<file path="config.mk">
export PLATFORM = sky130hd
export DESIGN_NAME = hazard_ctrl
export DESIGN_NICKNAME = d
export VERILOG_FILES = /design/src/rtl/hazard_ctrl.sv
export SDC_FILE = /design/constraint.sdc
export NUM_CORES = 1
export LEC_CHECK = 0
export BUFFER_PORTS_ARGS = -buffer_cell sky130_fd_sc_hd__buf_2
export CAP_MARGIN = 0
export CORE_UTILIZATION = 55
export DETAILED_ROUTE_END_ITERATION = 6
export PLACE_DENSITY = 0.89
export SYNTH_ARGS = -nofsm -noshare
export SYNTH_HDL_FRONTEND = slang
export SYNTH_SLANG_ARGS = --single-unit
</file>
<file path="constraint.sdc">
create_clock -name clk -period 3.99 [get_ports clk]
set_clock_uncertainty 0.2 [all_clocks]
set_input_delay 0.5985 -clock clk [delete_from_list [all_inputs] [get_ports clk]]
set_output_delay 0.5985 -clock clk [all_outputs]
set_load 0.02 [all_outputs]
</file>
<file path="src/rtl/hazard_ctrl.sv">
// hazard_ctrl: stall/flush/redirect sequencing and operand forwarding for the
// 5-stage pipeline, driven from the ID-stage decode and an EX/MEM/WB shadow.
`default_nettype none

module hazard_ctrl #(
  parameter int RA_W    = 3,
  parameter bit R0_ZERO = 1'b1,
  parameter int CNT_W   = 8
) (
  input  logic             clk,
  input  logic             reset,
  input  logic             id_valid,
  input  logic [RA_W-1:0]  id_rs,
  input  logic [RA_W-1:0]  id_rt,
  input  logic [RA_W-1:0]  id_rd,
  input  logic             id_use_a,
  input  logic             id_use_b,
  input  logic             id_imm_b,
  input  logic             id_reg_write,
  input  logic             id_is_load,
  input  logic             id_is_store,
  input  logic             id_wr_flags,
  input  logic             id_branch,
  input  logic [1:0]       id_cond,
  input  logic             id_jump,
  input  logic             id_call,
  input  logic             id_ret,
  input  logic             C,
  input  logic             Z,
  output logic             pc_writebar,
  output logic             IF_ID_loadbar,
  output logic             ID_EX_flush,
  output logic             flush,
  output logic [1:0]       pc_mux,
  output logic             push,
  output logic             pop,
  output logic [1:0]       forward_A,
  output logic [1:0]       forward_B,
  output logic [1:0]       forward_mem_EX,
  output logic             forward_mem_MEM,
  output logic [CNT_W-1:0] bubble_cnt
);

  localparam logic [CNT_W-1:0] CNT_ONE = {{(CNT_W-1){1'b0}}, 1'b1};

  typedef struct packed {
    logic            valid;
    logic [RA_W-1:0] rd;
    logic            reg_write;
    logic            is_load;
    logic            wr_flags;
  } ex_entry_t;

  // Flags are consumed while the producer sits in EX, so later stages drop wr_flags.
  typedef struct packed {
    logic            valid;
    logic [RA_W-1:0] rd;
    logic            reg_write;
    logic            is_load;
  } late_entry_t;

  typedef enum logic [1:0] {
    S_RUN   = 2'd0,
    S_STALL = 2'd1,
    S_REDIR = 2'd2
  } state_t;

  ex_entry_t   ex_q;
  late_entry_t mem_q, wb_q;
  state_t      state, state_nx;

  logic            fmm_ex_q, fmm_mem_q;
  logic [RA_W-1:0] fmm_rd_ex_q, fmm_rd_mem_q;

  function automatic logic hit(input logic v, input logic rw,
                               input logic [RA_W-1:0] rd, input logic [RA_W-1:0] r);
    return v && rw && (rd == r) && !(R0_ZERO && (r == '0));
  endfunction

  function automatic logic [1:0] fwd_sel(input logic ex_hit, input logic ex_ld,
                                         input logic mem_hit);
    if (ex_hit && !ex_ld) return 2'b10;
    if (mem_hit)          return 2'b11;
    return 2'b00;
  endfunction

  logic ex_hit_rs, ex_hit_rt, ex_hit_rd;
  logic mem_hit_rs, mem_hit_rt, mem_hit_rd;
  logic load_use, flag_haz, stall, taken, redirect;
  logic [1:0] fa_nx, fb_nx, fme_nx;
  logic fmm_nx;

  assign ex_hit_rs  = hit(ex_q.valid, ex_q.reg_write, ex_q.rd, id_rs);
  assign ex_hit_rt  = hit(ex_q.valid, ex_q.reg_write, ex_q.rd, id_rt);
  assign ex_hit_rd  = hit(ex_q.valid, ex_q.reg_write, ex_q.rd, id_rd);
  assign mem_hit_rs = hit(mem_q.valid, mem_q.reg_write, mem_q.rd, id_rs);
  assign mem_hit_rt = hit(mem_q.valid, mem_q.reg_write, mem_q.rd, id_rt);
  assign mem_hit_rd = hit(mem_q.valid, mem_q.reg_write, mem_q.rd, id_rd);

  // Store data matching a load in EX is covered by the WB->MEM path, so it never stalls.
  assign load_use = id_valid && ex_q.is_load &&
                    ((id_use_a && ex_hit_rs) || (id_use_b && !id_imm_b && ex_hit_rt));
  assign flag_haz = id_valid && id_branch && ex_q.valid && ex_q.wr_flags;
  assign stall    = (load_use || flag_haz) && !reset;

  always_comb begin
    taken = 1'b0;
    case (id_cond)
      2'b00:   taken = Z;
      2'b01:   taken = !Z;
      2'b10:   taken = C;
      default: taken = !C;
    endcase
  end

  assign fa_nx  = fwd_sel(ex_hit_rs, ex_q.is_load, mem_hit_rs);
  assign fb_nx  = id_imm_b ? 2'b01 : fwd_sel(ex_hit_rt, ex_q.is_load, mem_hit_rt);
  assign fme_nx = id_is_store ? fwd_sel(ex_hit_rd, ex_q.is_load, mem_hit_rd) : 2'b00;
  assign fmm_nx = id_valid && id_is_store && ex_q.is_load && ex_hit_rd;

  always_comb begin
    pc_writebar   = 1'b0;
    IF_ID_loadbar = 1'b0;
    ID_EX_flush   = 1'b0;
    flush         = 1'b0;
    pc_mux        = 2'b00;
    push          = 1'b0;
    pop           = 1'b0;
    if (stall) begin
      pc_writebar   = 1'b1;
      IF_ID_loadbar = 1'b1;
      ID_EX_flush   = 1'b1;
    end else if (id_valid && !reset) begin
      if (id_ret) begin
        pc_mux = 2'b11;
        pop    = 1'b1;
        flush  = 1'b1;
      end else if (id_call) begin
        pc_mux = 2'b10;
        push   = 1'b1;
        flush  = 1'b1;
      end else if (id_jump) begin
        pc_mux = 2'b10;
        flush  = 1'b1;
      end else if (id_branch && taken) begin
        pc_mux = 2'b01;
        flush  = 1'b1;
      end
    end
  end

  assign redirect = flush;

  always_comb begin
    state_nx = state;
    case (state)
      S_RUN, S_STALL, S_REDIR: begin
        if (stall)         state_nx = S_STALL;
        else if (redirect) state_nx = S_REDIR;
        else               state_nx = S_RUN;
      end
      default: state_nx = S_RUN;
    endcase
  end

  always_ff @(posedge clk) begin
    if (reset) begin
      state           <= S_RUN;
      ex_q            <= '0;
      mem_q           <= '0;
      wb_q            <= '0;
      forward_A       <= 2'b00;
      forward_B       <= 2'b00;
      forward_mem_EX  <= 2'b00;
      fmm_ex_q        <= 1'b0;
      fmm_mem_q       <= 1'b0;
      fmm_rd_ex_q     <= '0;
      fmm_rd_mem_q    <= '0;
      bubble_cnt      <= '0;
    end else begin
      state <= state_nx;
      if (id_valid && !stall)
        ex_q <= '{valid: 1'b1, rd: id_rd, reg_write: id_reg_write,
                  is_load: id_is_load, wr_flags: id_wr_flags};
      else
        ex_q <= '0;
      mem_q <= '{valid: ex_q.valid, rd: ex_q.rd, reg_write: ex_q.reg_write,
                 is_load: ex_q.is_load};
      wb_q  <= mem_q;
      if (stall) begin
        forward_A      <= 2'b00;
        forward_B      <= 2'b00;
        forward_mem_EX <= 2'b00;
        fmm_ex_q       <= 1'b0;
      end else begin
        forward_A      <= fa_nx;
        forward_B      <= fb_nx;
        forward_mem_EX <= fme_nx;
        fmm_ex_q       <= fmm_nx;
      end
      fmm_rd_ex_q  <= id_rd;
      fmm_mem_q    <= fmm_ex_q;
      fmm_rd_mem_q <= fmm_rd_ex_q;
      if (stall && (bubble_cnt != '1))
        bubble_cnt <= bubble_cnt + CNT_ONE;
    end
  end

  // The store reaches MEM exactly when its producing load reaches WB.
  assign forward_mem_MEM = fmm_mem_q && wb_q.is_load &&
                           hit(wb_q.valid, wb_q.reg_write, wb_q.rd, fmm_rd_mem_q);

endmodule

`default_nettype wire
</file>
==> impl_metrics.tcl <==
set metrics [dict create \
    status "complete, no violations" \
    clock_sinks 41 \
    drt-pass1-iter-count 4 \
    drt_iter0_markers 39 \
    clock_latency_ps 350 \
    synth_area_per_cell_um2 9.46 \
    layout-drive-gt1-share_pct 28.0 \
    num-fill-cells 268 \
    hold_path.class "input pin to register" \
    grt_pass1_vias 1345 \
    tightest_slew_ps 605 \
    seq_area_frac_synth_pct 43.6 \
    crit_chain "xnor2_2 -> nand3_2 -> or3_2 -> o21ai_0 -> a21oi_1 -> and3b_1 -> buf_2" \
    powerDensity_nw_per_um2 340 \
    clkSlewWorstSetupHoldPaths_ps 110 \
    slew_violations 0 \
    path_delay_family "simple AND/OR/NAND/NOR gates" \
    globalRouteOverflowTotal 0 \
    setup-tns-final_ps 0 \
    synth_top_cell_by_area "dfxtp_1" \
    synth.distinct_cells 50 \
    synth_fp_nets 227 \
    ys.flop_type "dfxtp_1" \
    antenna_found_initial 0 \
    synth_top_area_share_pct 43.6 \
    ys_seq_elements 41 \
    htree_levels 2 \
    synthCells 199 \
    async_reset_ff_share_pct 0 \
    drv_cap 0 \
    crit_buf_inv 1 \
    antenna_left 0 \
    startpoint_type "register" \
    grt_max_degree 34 \
    drt-total-wl_mm 3.75 \
    num_vias 1582 \
    fin_crit_sh_pct 82.2 \
    post_cts_resized 0 \
    coreArea_um2 3150 \
    clockBufferDepth 2 \
    fin_util_pct 70.0 \
    insertedDiodeCount 0 \
    drc 0 \
    row_count 20 \
    io_pins 50 \
    setup_violations 0 \
    layout_common_cells "buf_2 (49), dfxtp_1 (41), nor2b_1 (25), nor2_1 (15), nand2_1 (10)" \
    yosysWarnings 0 \
    fin_cells 290 \
    layout_commonest_cell "buf_2" \
    vdd_ir_drop_max_mv 0.244 \
    syn_area_um2 1880 \
    cts_setup_buffers 0 \
    avgViaCountPerCell 5.46 \
    ctsRootBufferMaster "clkbuf_4" \
    cp_max_fo 12 \
    hold_viol 0 \
    gp_congestion 0.841 \
    period_needed_ps 3280 \
    area_delta_synth_final_pct 17.2 \
    cp_slowest_cell "dfxtp_1" \
    crit_type "register to primary output" \
    rsz0062_at_grt "false" \
    leakagePower_nw 0.960 \
    die_h_um 60.5 \
    grt_util_all_layers_pct 22.5 \
    die_x_um 60.5 \
    io_buffers 49 \
    required_ps 3190 \
    start_util_pct 59.7 \
    dp_hpwl_mm 2.78 \
    fmax_mhz 305 \
    slowest_delay_ps 550 \
    ctsHoldBuffers 0 \
    detail_route.wl_per_cell_um 12.9 \
    arrival_ps 2480 \
    cts_buffers 5 \
    dp_cells 283 \
    die-area_um2 3660 \
    layout.nets 274 \
    cts_tree "built" \
    slew_headroom_pct 59.7 \
    power_w 0.000751 \
    grt_pass1_wl_mm 5.91 \
    synth-edff-count 0 \
    synthTopCellsByArea "dfxtp_1 (44%), nor2b_1 (8.3%), xnor2_1 (4.2%)" \
    end_kind "primary output" \
]
-- registers in the layout, summed over array words and instances (netlist names) --
| name | count |
|---|---|
| fmm_ex_q | 1 |
| wb_q | 6 |
| fmm_mem_q | 1 |
| mem_q | 6 |
| forward_B | 2 |
| ex_q | 7 |
| bubble_cnt | 8 |
| forward_mem_EX | 2 |
| forward_A | 2 |
| fmm_rd_mem_q | 3 |
| fmm_rd_ex_q | 3 |
-- kinds of logic after synthesis --
| logic type | after synthesis | synth area share [%] |
|---|---|---|
| muxes | 5 | 2.86 |
| DFF | 41 | 43.6 |
| and+or+nand+nor | 95 | 29.1 |
| buffers and inverters | 12 | 3.19 |
| xor gates and xnor gates | 17 | 8.71 |
| adders and majority gates | 1 | 0.665 |
| AOI/OAI and AO/OA | 28 | 11.8 |
-- routing by layer --
layer | vias up | global-route usage, % | part of all wire, %
met5 | - | 0 | 0
met4 | 0 | 10.4 | 1.9
met3 | 8 | 5.97 | 6.7
met2 | 66 | 36.3 | 48
met1 | 727 | 28.2 | 44
li1 | 781 | - | -
-- synthesized netlist by cell type, types with 2 or more instances --
library cell  count
dfxtp_1          41
nor2b_1          25
nor2_1           15
nand2_1          10
xnor2_1           9
a21oi_1           8
and2_1            7
nor3_1            7
and3_1            6
xor2_1            6
clkbuf_1          5
nand4_1           5
nor3b_1           4
o21ai_0           4
inv_1             3
mux2_1            3
a211oi_1          2
buf_4             2
mux2i_1           2
nand3_1           2
nor4_1            2
o21ba_2           2
xnor2_2           2
-- path summary, 6_finish.rpt --
kind                             start                    endpoint  slack (ps)  depth (start not counted)
min                       id_reg_write          ex_q[2]$_SDFF_PP0_         230                          2
max reg2reg         ex_q[5]$_SDFF_PP0_  bubble_cnt[4]$_SDFFE_PP0P_        1550                          6
min reg2reg  fmm_rd_ex_q[1]$_SDFF_PP0_  fmm_rd_mem_q[1]$_SDFF_PP0_         250                          1
max                 ex_q[5]$_SDFF_PP0_                        push         710                          7
-- report_power, final --
group | leakage [nW] | internal [W] | switching, W
Sequential | 0.334 | 0.000418 | 0.00000831
Combinational | 0.585 | 0.0000328 | 0.0000377
Clock | 0.0410 | 0.000128 | 0.000126
Total | 0.960 | 0.000579 | 0.000172
-- metrics by stage --
stage               setup WS, ps  hold WS, ps  instance area (µm²)
finish                       712          233                 2210
global route                 523          230                 2210
CTS                          712          223                 2210
detailed placement           864          229                 2130
global placement             955          218                 2130
floorplan                   1140          214                 1880
-- final cells by class --
type | count | area (µm²) | share of cell area (%)
clock buffer | 5 | 37.5 | 1.70
timing repair buffer | 49 | 245 | 11.1
tap | 44 | 55.1 | 2.50
inverter | 3 | 11.3 | 0.510
sequential | 41 | 821 | 37.2
multi-input combinational | 146 | 1000 | 45.4
clock inverter | 2 | 35.0 | 1.59
(Power assumes the default switching activity.)
